## config.mk

```make
export PLATFORM = sky130hd
export DESIGN_NAME = usb_pkt_decoder_flat
export DESIGN_NICKNAME = d
export VERILOG_FILES = /design/src/rtl/usb_pkt_decoder_pkg.sv /design/src/rtl/usb_pkt_decoder_if.sv /design/src/rtl/usb_crc5.sv /design/src/rtl/usb_pkt_decoder.sv /design/src/flat_wrapper.sv
export SDC_FILE = /design/constraint.sdc
export NUM_CORES = 1
export LEC_CHECK = 0
export CORE_MARGIN = 5
export CORE_UTILIZATION = 40
export CTS_BUF_LIST = sky130_fd_sc_hd__clkbuf_4 sky130_fd_sc_hd__clkbuf_8
export DETAILED_ROUTE_END_ITERATION = 10
export HOLD_SLACK_MARGIN = 0.1
export PLACE_DENSITY = 0.73
export SYNTH_ARGS = -nofsm -noshare
export SYNTH_HDL_FRONTEND = slang
export SYNTH_SLANG_ARGS = --single-unit
```

## constraint.sdc

```tcl
create_clock -name clk -period 3.2 [get_ports clk]
set_input_delay 0.8 -clock clk [delete_from_list [all_inputs] [get_ports clk]]
set_output_delay 0.8 -clock clk [all_outputs]
set_load 0.01 [all_outputs]
```

## src/rtl/usb_pkt_decoder_pkg.sv

```systemverilog
// Shared types for the USB receive-side packet decoder: PID encodings,
// token field record, CRC5 constants, decoder states and a CRC5 helper.
package usb_pkt_decoder_pkg;

    typedef enum logic [3:0] {
        PID_RESERVED = 4'b0000,
        PID_OUT      = 4'b0001,
        PID_ACK      = 4'b0010,
        PID_DATA0    = 4'b0011,
        PID_PING     = 4'b0100,
        PID_SOF      = 4'b0101,
        PID_NYET     = 4'b0110,
        PID_DATA2    = 4'b0111,
        PID_SPLIT    = 4'b1000,
        PID_IN       = 4'b1001,
        PID_NAK      = 4'b1010,
        PID_DATA1    = 4'b1011,
        PID_PRE_ERR  = 4'b1100,
        PID_SETUP    = 4'b1101,
        PID_STALL    = 4'b1110,
        PID_MDATA    = 4'b1111
    } pid_t;

    typedef struct packed {
        pid_t       pid;
        logic [6:0] addr;
        logic [3:0] endp;
        logic [4:0] crc5;
    } tok_rec_t;

    localparam logic [4:0] CRC5_INIT     = 5'b11111;
    localparam logic [4:0] CRC5_RESIDUAL = 5'b01100;
    localparam logic [4:0] CRC5_POLY     = 5'b00101;

    typedef enum logic [2:0] {
        S_IDLE,
        S_TOK1,
        S_TOK2,
        S_TEND,
        S_HS,
        S_DATA,
        S_DISCARD
    } dec_state_t;

    // Advance the CRC5 register over one byte, LSB first (wire order).
    function automatic logic [4:0] crc5_byte(input logic [4:0] crc, input logic [7:0] data);
        logic [4:0] c;
        logic       fb;
        c = crc;
        for (int i = 0; i < 8; i++) begin
            fb = c[4] ^ data[i];
            c  = {c[3:0], 1'b0} ^ (fb ? CRC5_POLY : 5'b00000);
        end
        return c;
    endfunction

endpackage

```

## src/rtl/usb_pkt_decoder_if.sv

```systemverilog
// Byte stream from the receiver into the decoder plus the decoded results
// going out to the SIE. master = receiver/SIE side, slave = decoder.
interface usb_pkt_decoder_if;
    import usb_pkt_decoder_pkg::*;

    logic        rx_active;
    logic        rx_valid;
    logic [7:0]  rx_data;
    logic        rx_error;

    logic        tok_valid;
    logic [3:0]  tok_pid;
    logic [6:0]  tok_addr;
    logic [3:0]  tok_endp;
    logic        sof_valid;
    logic [10:0] frame_no;
    logic        hs_valid;
    logic        data_start;
    logic [3:0]  data_pid;
    logic        data_valid;
    logic [7:0]  data_out;
    logic        data_end;
    logic        pid_err;
    logic        crc5_err;
    logic        len_err;
    logic        endp_err;

    modport master (
        output rx_active, rx_valid, rx_data, rx_error,
        input  tok_valid, tok_pid, tok_addr, tok_endp, sof_valid, frame_no,
               hs_valid, data_start, data_pid, data_valid, data_out, data_end,
               pid_err, crc5_err, len_err, endp_err
    );

    modport slave (
        input  rx_active, rx_valid, rx_data, rx_error,
        output tok_valid, tok_pid, tok_addr, tok_endp, sof_valid, frame_no,
               hs_valid, data_start, data_pid, data_valid, data_out, data_end,
               pid_err, crc5_err, len_err, endp_err
    );
endinterface

```

## src/rtl/usb_crc5.sv

```systemverilog
// Byte-wide USB CRC5 accumulator. Feed every byte after the PID; the
// residual flag is valid once the CRC byte itself has been absorbed.
module usb_crc5
    import usb_pkt_decoder_pkg::*;
(
    input  logic       clk,
    input  logic       rst_n,
    input  logic       i_clear,
    input  logic       i_enable,
    input  logic [7:0] i_data,
    output logic       o_residual_ok
);
    logic [4:0] r_crc;

    // CRC register: preset on reset/clear, otherwise absorb one byte per enable.
    always_ff @(posedge clk) begin
        if (!rst_n || i_clear) begin
            r_crc <= CRC5_INIT;
        end else if (i_enable) begin
            r_crc <= crc5_byte(r_crc, i_data);
        end
    end

    assign o_residual_ok = (r_crc == CRC5_RESIDUAL);
endmodule

```

## src/rtl/usb_pkt_decoder.sv

```systemverilog
// Receive-side USB packet decoder: PID classification, token/SOF decode
// with CRC5 and address/endpoint filtering, handshake and data streaming.
module usb_pkt_decoder
    import usb_pkt_decoder_pkg::*;
#(
    parameter int NUM_ENDP     = 4,
    parameter bit SOF_ANY_ADDR = 1'b1
) (
    input  logic               clk,
    input  logic               rst_n,
    input  logic [6:0]         dev_addr,
    usb_pkt_decoder_if.slave   bus
);
    dec_state_t  r_state, w_state_next;
    pid_t        r_cur_pid;
    logic [6:0]  r_cur_addr;
    logic [3:0]  r_cur_endp;

    logic        r_tok_valid, r_sof_valid, r_hs_valid, r_data_start, r_data_valid, r_data_end;
    logic        r_pid_err, r_crc5_err, r_len_err, r_endp_err;
    logic [3:0]  r_tok_pid, r_tok_endp, r_data_pid;
    logic [6:0]  r_tok_addr;
    logic [10:0] r_frame_no;
    logic [7:0]  r_data_out;

    logic        w_tok_valid, w_sof_valid, w_hs_valid, w_data_start, w_data_valid, w_data_end;
    logic        w_pid_err, w_crc5_err, w_len_err, w_endp_err;
    logic [3:0]  w_tok_pid, w_tok_endp, w_data_pid;
    logic [6:0]  w_tok_addr;
    logic [10:0] w_frame_no;
    logic [7:0]  w_data_out;
    logic        w_cap_pid, w_cap_b1, w_cap_b2, w_crc_clear, w_crc_en;

    logic        w_byte, w_chk_ok, w_crc_ok, w_addr_match, w_endp_ok;
    pid_t        w_pid;

    // A byte only counts while the packet is active.
    assign w_byte       = bus.rx_active & bus.rx_valid;
    assign w_pid        = pid_t'(bus.rx_data[3:0]);
    assign w_chk_ok     = (bus.rx_data[7:4] == ~bus.rx_data[3:0]);
    assign w_addr_match = (r_cur_addr == dev_addr);
    assign w_endp_ok    = ({28'd0, r_cur_endp} < NUM_ENDP);

    usb_crc5 u_crc5 (
        .clk           (clk),
        .rst_n         (rst_n),
        .i_clear       (w_crc_clear),
        .i_enable      (w_crc_en),
        .i_data        (bus.rx_data),
        .o_residual_ok (w_crc_ok)
    );

    // State, captured packet fields and registered outputs.
    always_ff @(posedge clk) begin
        if (!rst_n) begin
            r_state      <= S_DISCARD;
            r_cur_pid    <= PID_RESERVED;
            r_cur_addr   <= '0;
            r_cur_endp   <= '0;
            r_tok_valid  <= 1'b0; r_sof_valid <= 1'b0; r_hs_valid <= 1'b0;
            r_data_start <= 1'b0; r_data_valid <= 1'b0; r_data_end <= 1'b0;
            r_pid_err    <= 1'b0; r_crc5_err <= 1'b0; r_len_err <= 1'b0; r_endp_err <= 1'b0;
            r_tok_pid    <= '0; r_tok_addr <= '0; r_tok_endp <= '0;
            r_frame_no   <= '0; r_data_pid <= '0; r_data_out <= '0;
        end else begin
            r_state      <= w_state_next;
            if (w_cap_pid) r_cur_pid <= w_pid;
            if (w_cap_b1) begin
                r_cur_addr    <= bus.rx_data[6:0];
                r_cur_endp[0] <= bus.rx_data[7];
            end
            if (w_cap_b2) r_cur_endp[3:1] <= bus.rx_data[2:0];
            r_tok_valid  <= w_tok_valid;  r_sof_valid  <= w_sof_valid;  r_hs_valid <= w_hs_valid;
            r_data_start <= w_data_start; r_data_valid <= w_data_valid; r_data_end <= w_data_end;
            r_pid_err    <= w_pid_err;    r_crc5_err   <= w_crc5_err;
            r_len_err    <= w_len_err;    r_endp_err   <= w_endp_err;
            r_tok_pid    <= w_tok_pid;    r_tok_addr   <= w_tok_addr;   r_tok_endp <= w_tok_endp;
            r_frame_no   <= w_frame_no;   r_data_pid   <= w_data_pid;   r_data_out <= w_data_out;
        end
    end

    // Next state, pulse decisions and field updates; rx_error always wins.
    always_comb begin
        w_state_next = r_state;
        w_tok_valid = 1'b0; w_sof_valid = 1'b0; w_hs_valid = 1'b0;
        w_data_start = 1'b0; w_data_valid = 1'b0; w_data_end = 1'b0;
        w_pid_err = 1'b0; w_crc5_err = 1'b0; w_len_err = 1'b0; w_endp_err = 1'b0;
        w_tok_pid = r_tok_pid; w_tok_addr = r_tok_addr; w_tok_endp = r_tok_endp;
        w_frame_no = r_frame_no; w_data_pid = r_data_pid; w_data_out = r_data_out;
        w_cap_pid = 1'b0; w_cap_b1 = 1'b0; w_cap_b2 = 1'b0;
        w_crc_clear = 1'b0; w_crc_en = 1'b0;
        case (r_state)
            S_IDLE: begin
                if (bus.rx_active && bus.rx_error) begin
                    w_state_next = S_DISCARD;
                end else if (w_byte) begin
                    w_crc_clear = 1'b1;
                    w_cap_pid   = 1'b1;
                    if (!w_chk_ok) begin
                        w_pid_err    = 1'b1;
                        w_state_next = S_DISCARD;
                    end else begin
                        case (w_pid)
                            PID_OUT, PID_IN, PID_SETUP, PID_SOF:      w_state_next = S_TOK1;
                            PID_ACK, PID_NAK, PID_STALL, PID_NYET:    w_state_next = S_HS;
                            PID_DATA0, PID_DATA1, PID_DATA2, PID_MDATA: begin
                                w_data_start = 1'b1;
                                w_data_pid   = w_pid;
                                w_state_next = S_DATA;
                            end
                            default: begin
                                w_pid_err    = 1'b1;
                                w_state_next = S_DISCARD;
                            end
                        endcase
                    end
                end
            end
            S_TOK1, S_TOK2: begin
                if (bus.rx_error) begin
                    w_state_next = S_DISCARD;
                end else if (w_byte) begin
                    w_crc_en     = 1'b1;
                    w_cap_b1     = (r_state == S_TOK1);
                    w_cap_b2     = (r_state == S_TOK2);
                    w_state_next = (r_state == S_TOK1) ? S_TOK2 : S_TEND;
                end else if (!bus.rx_active) begin
                    w_len_err    = 1'b1;
                    w_state_next = S_IDLE;
                end
            end
            S_TEND: begin
                if (bus.rx_error) begin
                    w_state_next = S_DISCARD;
                end else if (w_byte) begin
                    w_len_err    = 1'b1;
                    w_state_next = S_DISCARD;
                end else if (!bus.rx_active) begin
                    w_state_next = S_IDLE;
                    if (!w_crc_ok) begin
                        w_crc5_err = 1'b1;
                    end else if (r_cur_pid == PID_SOF) begin
                        if (SOF_ANY_ADDR || w_addr_match) begin
                            w_sof_valid = 1'b1;
                            w_frame_no  = {r_cur_endp, r_cur_addr};
                        end
                    end else if (!w_addr_match) begin
                        w_state_next = S_IDLE;
                    end else if (!w_endp_ok) begin
                        w_endp_err = 1'b1;
                    end else begin
                        w_tok_valid = 1'b1;
                        w_tok_pid   = r_cur_pid;
                        w_tok_addr  = r_cur_addr;
                        w_tok_endp  = r_cur_endp;
                    end
                end
            end
            S_HS: begin
                if (bus.rx_error) begin
                    w_state_next = S_DISCARD;
                end else if (w_byte) begin
                    w_len_err    = 1'b1;
                    w_state_next = S_DISCARD;
                end else if (!bus.rx_active) begin
                    w_hs_valid   = 1'b1;
                    w_tok_pid    = r_cur_pid;
                    w_state_next = S_IDLE;
                end
            end
            S_DATA: begin
                if (bus.rx_error) begin
                    w_data_end   = 1'b1;
                    w_state_next = S_DISCARD;
                end else if (w_byte) begin
                    w_data_valid = 1'b1;
                    w_data_out   = bus.rx_data;
                end else if (!bus.rx_active) begin
                    w_data_end   = 1'b1;
                    w_state_next = S_IDLE;
                end
            end
            S_DISCARD: begin
                if (!bus.rx_active) w_state_next = S_IDLE;
            end
            default: w_state_next = S_DISCARD;
        endcase
    end

    assign bus.tok_valid  = r_tok_valid;
    assign bus.tok_pid    = r_tok_pid;
    assign bus.tok_addr   = r_tok_addr;
    assign bus.tok_endp   = r_tok_endp;
    assign bus.sof_valid  = r_sof_valid;
    assign bus.frame_no   = r_frame_no;
    assign bus.hs_valid   = r_hs_valid;
    assign bus.data_start = r_data_start;
    assign bus.data_pid   = r_data_pid;
    assign bus.data_valid = r_data_valid;
    assign bus.data_out   = r_data_out;
    assign bus.data_end   = r_data_end;
    assign bus.pid_err    = r_pid_err;
    assign bus.crc5_err   = r_crc5_err;
    assign bus.len_err    = r_len_err;
    assign bus.endp_err   = r_endp_err;
endmodule

```

## src/flat_wrapper.sv

```systemverilog
// flat-port wrapper written by rule: the top's interface ports become plain ports
module usb_pkt_decoder_flat import usb_pkt_decoder_pkg::*;
#(
    parameter int NUM_ENDP     = 4,
    parameter bit SOF_ANY_ADDR = 1'b1
)
  (clk, rst_n, dev_addr, bus_rx_active, bus_rx_valid, bus_rx_data, bus_rx_error, bus_tok_valid, bus_tok_pid, bus_tok_addr, bus_tok_endp, bus_sof_valid, bus_frame_no, bus_hs_valid, bus_data_start, bus_data_pid, bus_data_valid, bus_data_out, bus_data_end, bus_pid_err, bus_crc5_err, bus_len_err, bus_endp_err);
  usb_pkt_decoder_if bus_i ();
  input  logic clk;
  input  logic rst_n;
  input  logic [6:0] dev_addr;
  input wire logic [$bits(bus_i.rx_active)-1:0] bus_rx_active;
  input wire logic [$bits(bus_i.rx_valid)-1:0] bus_rx_valid;
  input wire logic [$bits(bus_i.rx_data)-1:0] bus_rx_data;
  input wire logic [$bits(bus_i.rx_error)-1:0] bus_rx_error;
  output wire logic [$bits(bus_i.tok_valid)-1:0] bus_tok_valid;
  output wire logic [$bits(bus_i.tok_pid)-1:0] bus_tok_pid;
  output wire logic [$bits(bus_i.tok_addr)-1:0] bus_tok_addr;
  output wire logic [$bits(bus_i.tok_endp)-1:0] bus_tok_endp;
  output wire logic [$bits(bus_i.sof_valid)-1:0] bus_sof_valid;
  output wire logic [$bits(bus_i.frame_no)-1:0] bus_frame_no;
  output wire logic [$bits(bus_i.hs_valid)-1:0] bus_hs_valid;
  output wire logic [$bits(bus_i.data_start)-1:0] bus_data_start;
  output wire logic [$bits(bus_i.data_pid)-1:0] bus_data_pid;
  output wire logic [$bits(bus_i.data_valid)-1:0] bus_data_valid;
  output wire logic [$bits(bus_i.data_out)-1:0] bus_data_out;
  output wire logic [$bits(bus_i.data_end)-1:0] bus_data_end;
  output wire logic [$bits(bus_i.pid_err)-1:0] bus_pid_err;
  output wire logic [$bits(bus_i.crc5_err)-1:0] bus_crc5_err;
  output wire logic [$bits(bus_i.len_err)-1:0] bus_len_err;
  output wire logic [$bits(bus_i.endp_err)-1:0] bus_endp_err;
  assign bus_i.rx_active = bus_rx_active;
  assign bus_i.rx_valid = bus_rx_valid;
  assign bus_i.rx_data = bus_rx_data;
  assign bus_i.rx_error = bus_rx_error;
  assign bus_tok_valid = bus_i.tok_valid;
  assign bus_tok_pid = bus_i.tok_pid;
  assign bus_tok_addr = bus_i.tok_addr;
  assign bus_tok_endp = bus_i.tok_endp;
  assign bus_sof_valid = bus_i.sof_valid;
  assign bus_frame_no = bus_i.frame_no;
  assign bus_hs_valid = bus_i.hs_valid;
  assign bus_data_start = bus_i.data_start;
  assign bus_data_pid = bus_i.data_pid;
  assign bus_data_valid = bus_i.data_valid;
  assign bus_data_out = bus_i.data_out;
  assign bus_data_end = bus_i.data_end;
  assign bus_pid_err = bus_i.pid_err;
  assign bus_crc5_err = bus_i.crc5_err;
  assign bus_len_err = bus_i.len_err;
  assign bus_endp_err = bus_i.endp_err;
  usb_pkt_decoder #(.NUM_ENDP(NUM_ENDP), .SOF_ANY_ADDR(SOF_ANY_ADDR)) u_core (.clk(clk), .rst_n(rst_n), .dev_addr(dev_addr), .bus(bus_i));
endmodule
```

==> results of run 1 <==
==> cell type report <==
cell class,count,share of cell area
clock inverter,6,0.01693
tap,102,0.03083
timing repair buffer,77,0.1802
multi-input combinational,246,0.3960
sequential,71,0.3434
clock buffer,10,0.03174
inverter,1,0.0009069
==> state kept, by name, summed over array words and instances, names as in the netlist, 3 cells and up <==
| signal | count |
|---|---|
| u_core.bus.tok_pid | 4 |
| u_core.r_cur_pid | 4 |
| u_core.r_state | 3 |
| u_core.bus.data_out | 8 |
| u_core.bus.tok_endp | 4 |
| u_core.bus.frame_no | 11 |
| u_core.bus.data_pid | 4 |
| u_core.u_crc5.r_crc | 5 |
| u_core.r_cur_addr | 7 |
| u_core.r_cur_endp | 4 |
| u_core.bus.tok_addr | 7 |
==> worst min path at each step <==
stage,start,endpoint,slack [ns],cells past startpoint
final,u_core.bus.tok_addr[4]$_SDFFE_PN0P_,u_core.bus.tok_addr[4]$_SDFFE_PN0P_,0.46,2
after global routing,u_core.bus.tok_addr[6]$_SDFFE_PN0P_,u_core.bus.tok_addr[6]$_SDFFE_PN0P_,0.48,2
after CTS,u_core.bus.tok_addr[0]$_SDFFE_PN0P_,u_core.bus.tok_addr[0]$_SDFFE_PN0P_,0.47,2
after detailed placement,u_core.bus.data_pid[0]$_SDFFE_PN0P_,u_core.bus.data_pid[0]$_SDFFE_PN0P_,0.45,1
after global placement,u_core.bus.tok_addr[0]$_SDFFE_PN0P_,u_core.bus.tok_addr[0]$_SDFFE_PN0P_,0.44,2
after floorplan,u_core.r_cur_endp[3]$_SDFFE_PN0P_,u_core.bus.tok_valid$_SDFF_PP0_,0.44,1
==> stage by stage <==
step / worst slack [ns] / total power, W / cells / hold WS (ns) / cell area [um2]
2_1_floorplan: 1.181 / 0.001057 / 346 / 0.4400 / 3199
3_3_place_gp: 0.4170 / 0.001111 / 497 / 0.4426 / 3938
3_5_place_dp: 0.4022 / 0.001115 / 497 / 0.4547 / 3938
4_1_cts: 0.7565 / 0.001839 / 513 / 0.4678 / 4139
5_1_grt: 0.5949 / 0.001898 / 513 / 0.4845 / 4139
6_report: 0.7332 / 0.001825 / 513 / 0.4629 / 4139
==> routing by layer <==
metal	up-vias	wire length [um]	global-route usage
met3	13	455	0.03576
met1	1205	3338	0.1964
met5	-	0	0
li1	1305	-	-
met4	0	199	0.09139
met2	69	3682	0.2485
==> power by group <==
group / switching, W / internal [W]
combinational: 0.0000914 / 0.0000886
clock: 0.000357 / 0.000372
sequential: 0.0000247 / 0.000891
total: 0.000473 / 0.00135
==> cells by family (layout without fill, tap and decap cells) <==
logic type             count (synthesis)  count (layout)  share of synthesized area
buffers and inverters                 29              94                    0.04341
AND/OR/NAND/NOR                      138             138                     0.2135
XOR/XNOR                              25              25                    0.07704
multiplexers                          48              48                     0.1510
AO/OA/AOI/OAI                         35              35                    0.07079
flip-flops                            71              71                     0.4443
==> cell usage in the layout (no fill, tap or decap), types with 2 or more instances in the layout <==
cell,netlist,final
nand3_1,10,10
and3_1,3,3
or3_1,3,3
nor3_2,2,2
xor2_1,9,9
clkinvlp_4,0,3
nor2_1,46,46
o22ai_1,3,3
buf_4,1,10
xnor3_1,2,2
o21a_1,2,2
a21oi_1,10,10
mux2_2,2,2
o21ai_0,9,9
nor3_1,3,3
xnor2_1,14,14
clkdlybuf4s50_1,0,67
nor3b_1,2,2
nor4_1,7,7
clkbuf_8,0,9
o31a_1,2,2
nand4_1,3,3
nand3b_1,2,2
nand2b_1,2,2
mux2i_1,46,46
nand2_1,43,43
dfxtp_1,71,71
nor2b_1,4,4
==> worst max-delay path: stages <==
cell and delay [ns]:
clkdlybuf4s50_1 0.62, nor3_2 0.29, or3b_1 0.67, mux2i_1 0.27, nor2_1 0.05
==> flow_summary.toml, run 1 <==
[grt]
grt_pass1_wl_um = 12340
gr-total-overflow = 0
grt_max_degree = 35
gr-usage-all-layers = 0.1573
grt_pass1_vias = 2514
grt_antenna_before_repair = 0

[power_and_ir_drop]
peakVddDrop_mv = 0.2331
p_leak_nw = 1.640
power.density_mw_per_mm2 = 441.0

[clock_tree]
cts-buffers-inserted = 9
cts_tree = "done"
cts_root_buf = "clkbuf_8"
clk_latency_ns = 0.35
cts_sinks = 71
post-cts-setup-buffer-count = 0
ctsHoldBuffers = 0
cts_resized = 0
cts_buffer_depth = 2
clk_pin_slew_worst_paths_ns = 0.08
htreeDepth = 3

[detailed_routing]
drt_iter0_drc = 184
drc = 0
wl_per_cell_um = 14.96
drt-vias-per-instance = 5.053
ant_nets = 0
first_pass_iters = 4
num_vias = 2592
routed_wl_um = 7675

[placement]
gp_congestion = 0.8805
io_buffers = 67
hpwl_um = 5457

[timing]
finClkSkew_ns = 0.01076
rsz0062_at_grt = "no"
fmax_mhz = 405.4
relSlewSlack = 0.4877
period_share = 0.7709
min_period_ns = 2.467
hold_viol = 0
setup_tns_ns = 0
maxSlewViolCount = 0
worst_pin_slew_ns = 0.7675
setup_viol = 0

[logic_synthesis]
netlist_area_mm2 = 0.003199
synth_top_area_frac = 0.4443
yosysSeqAreaShare = 0.4443
syn_nets = 366
synth-async-reset-ratio = 0
synth_flop_cell = "dfxtp_1"
synth-edff-count = 0
ys_ff_latch = 71
yosysTopAreaCell = "dfxtp_1"
yosysMostFrequentCell = "dfxtp_1"
synth_cells = 346
synth_area_leaders = "dfxtp_1, mux2i_1, nor2_1"
yosysUniqueCellTypes = 47
synth_common_cells = "dfxtp_1, mux2i_1, nor2_1, nand2_1, clkbuf_1"
synthesis.area_per_instance_um2 = 9.247
yosysWarningCount = 0

[flow_run]
drv_cap = 0

[worst_setup_path]
cp-end-kind = "flip-flop"
ff2ff_path_depth = 5
startpoint = "bus_rx_error"
start_kind = "input port"
crit_required_ns = 3.44
crit_fanout = 13
crit_end = "u_core.bus.frame_no[7]$_SDFFE_PN0P_"
timing.rr.end = "u_core.bus.frame_no[7]$_SDFFE_PN0P_"
r2r_slack_ns = 0.95
worstPathArrival_ns = 2.71
crit_type = "in -> reg"
r2r_start = "u_core.r_state[1]$_SDFFE_PN1P_"

[floorplanning]
initial_core_util = 0.4119
die_height_um = 99.44
fp.dieW_um = 99.44
io_pins = 68
fp-row-count = 32
dieArea_mm2 = 0.009887
core_mm2 = 0.007767

[layout]
num-fill-cells = 721
synthToLayoutAreaGrowth_pct = 29.37
multi_input_area_mm2 = 0.001639
n_antenna_cell = 0
nets = 426
seq_area_mm2 = 0.001421
post-route-util = 0.5329
drive_above_1_share = 0.08273

[status]
outcome = "finished, final reports clean"

[worst_hold_path]
hold_path.class = "reg -> reg"
(Power assumes the default switching activity.)
==> run 2, diff against run 1 <==
==> constraint.sdc (replaced) <==
create_clock -name clk -period 2.5 [get_ports clk]
set_input_delay 0.625 -clock clk [delete_from_list [all_inputs] [get_ports clk]]
set_output_delay 0.625 -clock clk [all_outputs]
set_load 0.01 [all_outputs]
==> flow_summary.toml, run 2 (same netlist as run 1, synthesis figures left out) <==
[detailed_routing]
drt-vias-per-instance = 5.053
drc = 0
first_pass_iters = 4
wl_met1_um = 3455
drt_iter0_drc = 144
routed_wl_um = 8016
ant_nets = 0
wl_per_cell_um = 15.18
wl_met3_um = 400
met2_length_um = 3951
highest-signal-layer = "met4"
num_vias = 2668

[floorplanning]
core_mm2 = 0.007767
dieArea_mm2 = 0.009887
io_pins = 68
fp.dieW_um = 99.44
fp-row-count = 32
die_height_um = 99.44
initial_core_util = 0.4119

[clock_tree]
post-cts-setup-buffer-count = 0
cts_sinks = 71
htreeDepth = 3
ctsHoldBuffers = 0
clk_pin_slew_worst_paths_ns = 0.09
cts_tree = "done"
cts_root_buf = "clkbuf_8"
cts_buffer_depth = 2
cts_resized = 0
cts-buffers-inserted = 9
clk_latency_ns = 0.35

[layout]
n_antenna_cell = 0
drive_above_1_share = 0.1150
final_common_cell = "dfxtp_1"
synthToLayoutAreaGrowth_pct = 34.06
nets = 441
multi_input_area_mm2 = 0.001639
seq_area_mm2 = 0.001421
num-fill-cells = 747
final_cells = 528
mostFrequentLayoutCells = "dfxtp_1, clkdlybuf4s50_1, nor2_1, mux2i_1, nand2_1"
largest_reg_flops = 11

[worst_setup_path]
startpoint = "bus_rx_active"
ff2ff_path_depth = 7
cp-end-kind = "flip-flop"
timing.rr.end = "u_core.bus.tok_addr[6]$_SDFFE_PN0P_"
crit_required_ns = 2.73
worstPathArrival_ns = 2.48
r2r_slack_ns = 0.62
r2r_start = "u_core.r_cur_addr[2]$_SDFFE_PN0P_"
start_kind = "input port"
crit_fanout = 8
crit_type = "in -> reg"
crit_end = "u_core.r_cur_endp[0]$_SDFFE_PN0P_"

[power_and_ir_drop]
peakVddDrop_mv = 0.2665
power.density_mw_per_mm2 = 573.3
p_leak_nw = 1.733
power.total_w = 0.002459

[timing]
period_share = 0.9013
rsz0062_at_grt = "no"
worst_pin_slew_ns = 0.5194
hold_viol = 0
layout_setup_ws_ns = 0.2468
maxSlewViolCount = 0
fmax_mhz = 443.8
finClkSkew_ns = 0.01482
min_period_ns = 2.253
hold_slack_ns = 0.4556
setup_viol = 0
setup_tns_ns = 0
relSlewSlack = 0.6533

[grt]
gr-total-overflow = 0
grt_pass1_vias = 2597
grt_max_degree = 35
grt_pass1_wl_um = 12920
grt_antenna_before_repair = 0
gr-usage-all-layers = 0.1664

[flow_run]
drv_cap = 0

[placement]
hpwl_um = 5930
gp_congestion = 0.8224
io_buffers = 67
dp_slack_ns = -0.07325
place_inst = 512

[worst_hold_path]
hold_path.class = "reg -> reg"

[status]
outcome = "finished, final reports clean"
## run 2: per-layer routing
metal  global-route usage  vias up
met4              0.06723        0
met3              0.05189       16
li1                     -     1333
met1               0.1991     1254
met5                    0        -
met2               0.2774       65
## run 2: worst min path at each step
stage	startpoint	to	slack (ns)	depth (start not counted)
after global routing	u_core.bus.tok_pid[3]$_SDFFE_PN0P_	u_core.bus.tok_pid[3]$_SDFFE_PN0P_	0.47	2
after floorplan	u_core.r_cur_endp[3]$_SDFFE_PN0P_	u_core.bus.tok_valid$_SDFF_PP0_	0.44	1
after detailed placement	u_core.bus.tok_addr[1]$_SDFFE_PN0P_	u_core.bus.tok_addr[1]$_SDFFE_PN0P_	0.45	2
after global placement	u_core.bus.tok_addr[5]$_SDFFE_PN0P_	u_core.bus.tok_addr[5]$_SDFFE_PN0P_	0.44	2
after CTS	u_core.bus.tok_addr[1]$_SDFFE_PN0P_	u_core.bus.tok_addr[1]$_SDFFE_PN0P_	0.46	2
final	u_core.bus.tok_endp[0]$_SDFFE_PN0P_	u_core.bus.tok_endp[0]$_SDFFE_PN0P_	0.46	2
## run 2: through the flow
step	cell area (um2)	utilization
final	4289	0.5522
after global placement	4063	0.5230
after global routing	4289	0.5522
after CTS	4289	0.5522
after detailed placement	4063	0.5230
after floorplan	3199	-
## run 2: cell type report
cell class                 count  area share
clock buffer                   9     0.02888
clock inverter                 7     0.02392
inverter                       1   0.0008751
multi-input combinational    246      0.3821
sequential                    71      0.3314
tap                          102     0.02975
timing repair buffer          92      0.2030
## run 2: where the power goes
part | switching [W] | internal, W | total, W | leakage (nW)
combinational | 0.000140 | 0.000129 | 0.000269 | 1.05
clock | 0.000463 | 0.000572 | 0.00103 | 0.110
sequential | 0.0000154 | 0.00114 | 0.00116 | 0.573
## run 2: worst max-delay path, stage by stage
cell and delay [ns]:
clkdlybuf4s50_1 0.60, nand3b_1 0.26, or3_1 0.63, mux2i_1 0.29, nor2_1 0.06
==> run 3, diff against run 2 <==
--- a/config.mk
+++ b/config.mk
@@ -6,11 +6,12 @@
 export NUM_CORES = 1
 export LEC_CHECK = 0
 export CORE_MARGIN = 5
-export CORE_UTILIZATION = 40
+export CORE_UTILIZATION = 50
 export CTS_BUF_LIST = sky130_fd_sc_hd__clkbuf_4 sky130_fd_sc_hd__clkbuf_8
 export DETAILED_ROUTE_END_ITERATION = 10
+export GPL_ROUTABILITY_DRIVEN = 0
 export HOLD_SLACK_MARGIN = 0.1
-export PLACE_DENSITY = 0.73
+export PLACE_DENSITY = 0.87
 export SYNTH_ARGS = -nofsm -noshare
 export SYNTH_HDL_FRONTEND = slang
 export SYNTH_SLANG_ARGS = --single-unit
==> flow_summary.toml, run 3 (same netlist as run 1, synthesis figures left out) <==
[worst_setup_path]
path_cells = "clkdlybuf4s50_1, xnor2_1, xnor3_1, xnor3_1, mux2i_1, nand3_1"
crit_buf_inv = 1
worst_path_dominant_cell_family = "XOR/XNOR gates"
crit_fanout = 5
cp_slowest_cell = "clkdlybuf4s50_1"
cp-end-kind = "flip-flop"
crit_required_ns = 2.72
cpPeakStageDelay_ns = 0.51
start_kind = "input port"
worstPathArrival_ns = 2.32
crit_type = "in -> reg"
crit_path_frequent_cell = "xnor3_1"

[timing]
setup_tns_ns = 0
period_share = 0.8410
worst_pin_slew_ns = 0.6369
setup_viol = 0
min_period_ns = 2.102
fmax_mhz = 475.6
maxSlewViolCount = 0
rsz0062_at_grt = "no"
relSlewSlack = 0.5748
finClkSkew_ns = 0.008533
hold_viol = 0
hold_slack_ns = 0.4634

[floorplanning]
io_pins = 68
dieArea_mm2 = 0.008098
fp-row-count = 29
initial_core_util = 0.5097
die_height_um = 89.99
core_mm2 = 0.006277
fp.dieW_um = 89.99

[placement]
io_buffers = 67
hpwl_um = 5684

[detailed_routing]
routed_wl_um = 7716
drc = 0
wl_per_cell_um = 15.43
drt-vias-per-instance = 5.478
ant_nets = 0
drt_iter0_drc = 232
first_pass_iters = 4
num_vias = 2739

[clock_tree]
cts_root_buf = "clkbuf_8"
cts_tree = "done"
cts_sinks = 71
htreeDepth = 3
cts-buffers-inserted = 9
ctsHoldBuffers = 0
post-cts-setup-buffer-count = 0
clk_pin_slew_worst_paths_ns = 0.08
cts_resized = 0
cts_buffer_depth = 2
clk_latency_ns = 0.34

[grt]
grt_max_degree = 35
grt.met2_usage = 0.3116
globalRouteMet1Util = 0.2296
grt_pass1_wl_um = 12650
gr-usage-all-layers = 0.1876
gr-total-overflow = 0
grt_pass1_vias = 2657
grtUsageMet3 = 0.05843
grt.busiest_layer = "met2"
grt_antenna_before_repair = 0

[power_and_ir_drop]
power.total_w = 0.002433
power.density_mw_per_mm2 = 575.4
p_leak_nw = 1.718
peakVddDrop_mv = 0.2927

[layout]
largest_reg_flops = 11
synthToLayoutAreaGrowth_pct = 32.19
final_common_cell = "dfxtp_1"
nets = 438
mostFrequentLayoutCells = "dfxtp_1, clkdlybuf4s50_1, nor2_1, mux2i_1, nand2_1"
num-fill-cells = 470
drive_above_1_share = 0.1087
n_antenna_cell = 0

[flow_run]
drv_cap = 0

[worst_hold_path]
hold_path.class = "reg -> reg"

[status]
outcome = "finished, final reports clean"
-- run 3: changes by cell type in the layout (fill, tap and decap cells not counted), sizes merged --
cell	change
clkbuf	+2
inv	-1
buf	-3
clkinv	-1
-- run 3: worst min-delay path: stages, from the launching register on --
cell and delay (ns):
dfxtp_1 0.31, nand2_1 0.05, mux2i_1 0.05
-- run 3: cell type report --
| cell class | instances | area, um2 | area share |
|---|---|---|---|
| Multi-Input combinational cell | 246 | 1639 | 0.3876 |
| Sequential cell | 71 | 1421 | 0.3361 |
| Timing Repair Buffer | 89 | 848.3 | 0.2006 |
| Clock buffer | 11 | 138.9 | 0.03284 |
| Tap cell | 77 | 96.34 | 0.02278 |
| Clock inverter | 5 | 81.33 | 0.01923 |
| Inverter | 1 | 3.754 | 0.0008876 |
-- run 3: metal layers --
layer / wire length [um] / vias to the layer above
li1: - / 1339
met1: 3257 / 1294
met2: 3795 / 94
met3: 554 / 12
met4: 108 / 0
met5: 0 / -
-- run 3: worst paths after layout --
path | start | end | slack (ns) | depth (start not counted)
min reg2reg | u_core.bus.tok_addr[0]$_SDFFE_PN0P_ | u_core.bus.tok_addr[0]$_SDFFE_PN0P_ | 0.46 | 2
min | u_core.bus.tok_addr[0]$_SDFFE_PN0P_ | u_core.bus.tok_addr[0]$_SDFFE_PN0P_ | 0.46 | 2
max reg2reg | u_core.r_state[0]$_SDFFE_PN0P_ | u_core.bus.frame_no[1]$_SDFFE_PN0P_ | 0.49 | 6
max | bus_rx_data[4] | u_core.u_crc5.r_crc[2]$_SDFFE_PP1P_ | 0.40 | 6
-- run 3: stage by stage --
| stage | setup WS, ns | utilization | cell area (um2) | std cells |
|---|---|---|---|---|
| 3_5_place_dp | 0.03955 | 0.6386 | 4009 | 484 |
| 2_1_floorplan | 0.6562 | - | 3199 | 346 |
| 4_1_cts | 0.4006 | 0.6737 | 4229 | 500 |
| 6_report | 0.3975 | 0.6737 | 4229 | 500 |
| 3_3_place_gp | 0.1127 | 0.6386 | 4009 | 484 |
| 5_1_grt | 0.2603 | 0.6737 | 4229 | 500 |
-- run 3: power breakdown --
group | internal [W] | switching [W]
Combinational | 0.000125 | 0.000126
Sequential | 0.00114 | 0.0000249
Clock | 0.000586 | 0.000431
Total | 0.00185 | 0.000582
==> edit 1 (config.mk and constraints of run 2) <==
`SOF_ANY_ADDR` is set to 1'b1 in 2 places; all go to 1'b0.
--- a/src/rtl/usb_pkt_decoder.sv
+++ b/src/rtl/usb_pkt_decoder.sv
@@ -5,5 +5,5 @@
 #(
     parameter int NUM_ENDP     = 4,
-    parameter bit SOF_ANY_ADDR = 1'b1
+    parameter bit SOF_ANY_ADDR = 1'b0
 ) (
     input  logic               clk,
--- a/src/flat_wrapper.sv
+++ b/src/flat_wrapper.sv
@@ -3,5 +3,5 @@
 #(
     parameter int NUM_ENDP     = 4,
-    parameter bit SOF_ANY_ADDR = 1'b1
+    parameter bit SOF_ANY_ADDR = 1'b0
 )
   (clk, rst_n, dev_addr, bus_rx_active, bus_rx_valid, bus_rx_data, bus_rx_error, bus_tok_valid, bus_tok_pid, bus_tok_addr, bus_tok_endp, bus_sof_valid, bus_frame_no, bus_hs_valid, bus_data_start, bus_data_pid, bus_data_valid, bus_data_out, bus_data_end, bus_pid_err, bus_crc5_err, bus_len_err, bus_endp_err);
Check against the original RTL: not equivalent (a bounded check fails within 10 cycles, from zero or initial values and one cycle with rst_n low).
==> edit 1 against run 2 <==
- first-iteration DRC count increased by 4.2%
- total power fell by 3.9%
- design area grew 0.73%
- die area down 0.11%
- routed wire length down 3.6%
- synthesized area decreased by 0.12%
- sequential cell count is the same
- worst setup slack improved by 0.13 ns
- sequential power hardly changed
==> edit 1: results (changes against run 2) <==
Outcome
  – Outcome: finished, final reports clean

GRT
  – Tot GR Track Use: 0.1624 (-0.004003)
  – Vias in the first global route: 2618 (+0.81%)
  – First-pass GRT wire length: 12780 µm (-1.1%)
  – GRT met1 Usage: 0.2032 (+0.004058)
  – Largest net degree at the start of global routing: 26 (-26%)
  – Met3 usage: 0.03015 (-0.02174)
  – GR Util met2: 0.2696 (-0.007748)

STA
  – Rel. slew slack: 0.6209 (-0.03242)
  – Clock period minus worst slack: 2.119 ns (-0.1343 ns)
  – Worst Skew: 0.009348 ns (-0.005469 ns)
  – Hold_ws: 0.4567 ns (+0.001138 ns)

Setup path
  – Worst path max stage delay: 0.41 ns (-0.22 ns)
  – CP Data Arrival Time: 2.40 ns (-0.08 ns)
  – Reg2reg path depth: 6 (-1)
  – Flop2flop setup slack: 0.48 ns (-0.14 ns)
  – Slowest-stage cell, CP: clkdlybuf4s50_1
  – CP Max Fanout: 8 (unchanged)

Detailed routing
  – Via count: 2666 (-0.075%)
  – Via-to-Cell Ratio: 4.993 (-1.2%)
  – Starting DRT DRC Count: 150 (+4.2%)
  – DR WL/cell: 14.47 µm (-4.7%)

Logic synthesis
  – XOR/XNOR share of the synthesized area: 0.07400 (-0.003042)
  – Post-synthesis compound-gate area fraction: 0.07478 (+0.003999)
  – Commonest cells post-synth: 71 x dfxtp_1, 53 x nand2_1, 46 x mux2i_1
  – Synth Area per Inst: 9.289 µm² (+0.46%)
  – Post-synthesis mux area share: 0.1441 (-0.006870)
  – Yosys warnings: 0 (unchanged)
  – Sequential area share after synthesis: 0.4448 (+0.0005219)
  – Synth area leaders: dfxtp_1 44%, mux2i_1 14%, nand2_1 6.2%
  – Synthesized Nets: 364 (-0.55%)
  – Post-synth cell types: 51 (+8.5%)

Placed design
  – Post-DP HPWL: 5947 µm (+0.28%)
  – Final Wtd Congestion: 0.8550 (+4.0%)
  – Cells after DPL: 518 (+1.2%)
  – Post-place setup slack: -0.007632 ns (+0.06562 ns)
  – Placed Instance Area: 4113 µm² (+1.2%)

Power and ir drop
  – Switching part of the total: 0.2551 (+0.003533)
  – Static Leak: 1.614 nW (-6.9%)
  – Max IR drop VDD: 0.2623 mV (-1.6%)

Finish
  – # fillers: 734 (-1.7%)
  – Multi-input gate area: 1652 µm² (+0.76%)
  – Final #Nets: 447 (+1.4%)
  – Layout cells sized above 1: 0.1319 (+0.01692)

CTS
  – Clk Tree Root Cell: clkbuf_8
  – Inserted Clock Buffers: 9 (unchanged)
## edit 1: cell count changes in the layout (fill, tap and decap cells not counted), moves of 3 or more
cell	change
nand2_1	+10
buf_4	+5
xor2_1	+7
nor3b_1	+3
xnor2_1	-3
nor2_1	-8
nor4_1	-4
nand4_1	-3
nor2b_1	-3
## edit 1: power groups by stage
stage	clock [W]	sequential (W)	combinational, W
floorplan	0	0.00117	0.000183
global placement	0	0.00118	0.000263
detailed placement	0	0.00118	0.000267
CTS	0.000959	0.00116	0.000269
global route	0.00101	0.00116	0.000294
finish	0.000937	0.00116	0.000268
## edit 1: path summary, 6_finish.rpt
check / start / endpoint
setup reg to reg: u_core.r_state[2]$_SDFFE_PN1P_ / u_core.bus.frame_no[8]$_SDFFE_PN0P_
hold / removal: u_core.bus.tok_endp[0]$_SDFFE_PN0P_ / u_core.bus.tok_endp[0]$_SDFFE_PN0P_
setup / recovery: dev_addr[5] / u_core.bus.frame_no[8]$_SDFFE_PN0P_
hold reg to reg: u_core.bus.tok_endp[0]$_SDFFE_PN0P_ / u_core.bus.tok_endp[0]$_SDFFE_PN0P_
## edit 1: cell type report
class	instances	area share
multi-input combinational	247	0.3823
sequential	71	0.3290
timing repair buffer	97	0.2103
clock buffer	10	0.03186
tap	102	0.02954
clock inverter	6	0.01622
inverter	1	0.0008688
## edit 1: per-layer routing
layer | part of all wire | vias up
met5 | 0 | -
met4 | 0.020 | 0
met3 | 0.051 | 15
met2 | 0.48 | 73
met1 | 0.45 | 1235
li1 | - | 1343
## edit 1: worst max-delay path: cells and delay by family
| family | cells | cell delay, ns |
|---|---|---|
| buffers and inverters | 2 | 0.64 |
| AND/OR/NAND/NOR | 3 | 0.77 |
| multiplexers | 1 | 0.20 |
| XOR/XNOR | 1 | 0.15 |
==> edit 2 (settings of run 2) <==
Without the edit above. The 7 states of `dec_state_t` get a one-hot encoding in 7 bits.
--- a/src/rtl/usb_pkt_decoder_pkg.sv
+++ b/src/rtl/usb_pkt_decoder_pkg.sv
@@ -33,12 +33,12 @@
     localparam logic [4:0] CRC5_POLY     = 5'b00101;
 
-    typedef enum logic [2:0] {
-        S_IDLE,
-        S_TOK1,
-        S_TOK2,
-        S_TEND,
-        S_HS,
-        S_DATA,
-        S_DISCARD
+    typedef enum logic [6:0] {
+        S_IDLE    = 7'b0000001,
+        S_TOK1    = 7'b0000010,
+        S_TOK2    = 7'b0000100,
+        S_TEND    = 7'b0001000,
+        S_HS      = 7'b0010000,
+        S_DATA    = 7'b0100000,
+        S_DISCARD = 7'b1000000
     } dec_state_t;
 
Function: same outputs for any inputs over 4 cycles, from zero or initial values and one cycle with rst_n low; so few cycles prove little.
==> edit 2 against run 2 <==
- routed wire length up 14%
- critical path type unchanged
- sequential cell count up 4
- sequential share of layout area down 0.49 points
- design area up 7.2%
- synthesized area grew 6.3%
- total power rose by 5.3%
- worst setup slack improved by 0.12 ns
==> edit 2: results (changes against run 2) <==
Detailed routing
  – Met2 wire len: 4323 µm (+9.4%)
  – Met3 wire length: 447 µm (+12%)
  – Via-to-Cell Ratio: 5.197 (+2.8%)
  – Met1 WL: 4167 µm (+21%)
  – Top routing layer in use: met4
  – DR WL/cell: 15.46 µm (+1.8%)
  – Starting DRT DRC Count: 208 (+44%)
  – Drt pass-1 iters: 4 (unchanged)

Finish
  – Final #Nets: 499 (+13%)
  – Antenna diode count: 0 (unchanged)
  – Layout cells sized above 1: 0.1302 (+0.01514)
  – Max reg flops: 11 (unchanged)

Logic synthesis
  – XOR/XNOR share of the synthesized area: 0.07726 (+0.0002193)
  – Post-synthesis mux area share: 0.09419 (-0.05677)
  – Post-synth cell types: 51 (+8.5%)
  – Post-synthesis compound-gate area fraction: 0.08646 (+0.01567)
  – Sequential area share after synthesis: 0.4415 (-0.002770)
  – Synth area leaders: dfxtp_1 44%, mux2i_1 9.4%, nor2_1 6.3%
  – Most used DFF post-synth: dfxtp_1
  – Ys async rst share: 0 (unchanged)
  – Synthesized Nets: 409 (+12%)
  – Yosys warnings: 0 (unchanged)
  – Commonest cells post-synth: 75 x dfxtp_1, 57 x nor2_1, 46 x nand2_1
  – Adder-cell share of the synthesized area: 0 (unchanged)

CTS
  – CTS Buffer Depth: 2 (unchanged)
  – Inserted Clock Buffers: 9 (unchanged)
  – Setup bufs post-CTS: 0 (unchanged)
  – Clk Tree Root Cell: clkbuf_8
  – Clk_lat worst skew: 0.35 ns (about the same)
  – H-tree depth: 3 (unchanged)

Placed design
  – Port Buffers: 67 (unchanged)
  – Post-place setup slack: -0.01201 ns (+0.06124 ns)
  – Final Wtd Congestion: 0.9125 (+11%)
  – Post-DP HPWL: 6819 µm (+15%)
  – Placed Instance Area: 4368 µm² (+7.5%)

Power and ir drop
  – Gate power share: 0.121 (+0.012)
  – Switching part of the total: 0.2494 (-0.002174)
  – Static Leak: 1.909 nW (+10%)
  – Max IR drop VDD: 0.2830 mV (+6.2%)
  – P_seq: 0.00121 W (+4%)

Setup path
  – Worst path max stage delay: 0.43 ns (-0.20 ns)
  – Reg2reg path depth: 6 (-1)
  – CP Max Fanout: 4 (-4)
  – Top Family by Delay on Critical Path: simple AND/OR/NAND/NOR gates
  – Slowest-stage cell, CP: clkdlybuf4s50_1
  – CP Data Arrival Time: 2.35 ns (-0.13 ns)

GRT
  – GRT met1 Usage: 0.2376 (+0.03848)
  – Tot GR Track Use: 0.1808 (+0.01434)
  – Vias in the first global route: 3037 (+17%)
  – First-pass GRT wire length: 14760 µm (+14%)
  – Met3 usage: 0.03276 (-0.01913)
  – GR Util met2: 0.2944 (+0.01698)
  – Largest net degree at the start of global routing: 46 (+31%)
  – Initial antenna violation count: 0 (unchanged)

Min path
  – Hold path depth: 2 (unchanged)
  – Hold Crit Class: flop to flop

STA
  – Rel. slew slack: 0.5763 (-0.07701)
  – Worst Skew: 0.007197 ns (-0.007620 ns)

Outcome
  – Outcome: finished, final reports clean
==> edit 2: changes by cell type in the layout (fill, tap and decap cells not counted), moves of 3 or more <==
cell	run 2	this run
a21oi_1	10	21
a32oi_1	0	3
and3_1	3	8
buf_4	24	34
dfxtp_1	71	75
inv_1	1	5
mux2i_1	46	32
nand2_1	43	46
nand2b_1	2	6
nand3_1	10	14
nor2_1	46	57
xnor2_1	14	18
xor2_1	9	12
==> edit 2: final timing paths <==
kind	from	end	slack [ns]
max	bus_rx_error	u_core.r_state[5]$_SDFFE_PN0P_	0.37
min	u_core.bus.data_out[2]$_SDFFE_PN0P_	u_core.bus.data_out[2]$_SDFFE_PN0P_	0.46
max reg2reg	u_core.r_state[1]$_SDFFE_PN0P_	u_core.r_state[5]$_SDFFE_PN0P_	0.39
min reg2reg	u_core.bus.data_out[2]$_SDFFE_PN0P_	u_core.bus.data_out[2]$_SDFFE_PN0P_	0.46
==> edit 2: layout make-up <==
| class | count | area [µm²] |
|---|---|---|
| Clock buffer | 11 | 145.1 |
| Clock inverter | 5 | 85.08 |
| Fill cell | 741 | 3660 |
| Inverter | 6 | 22.52 |
| Multi-Input combinational cell | 285 | 1767 |
| Sequential cell | 75 | 1501 |
| Tap cell | 105 | 131.4 |
| Timing Repair Buffer | 102 | 945.9 |
==> edit 2: stage by stage <==
stage / hold slack [ns] / cells / util / total power, W
after floorplan: 0.4429 / 389 / - / 0.001440
after global placement: 0.4482 / 573 / 0.5289 / 0.001545
after detailed placement: 0.4514 / 573 / 0.5289 / 0.001549
after CTS: 0.4627 / 589 / 0.5568 / 0.002605
after global routing: 0.4936 / 589 / 0.5568 / 0.002696
final: 0.4588 / 589 / 0.5568 / 0.002591
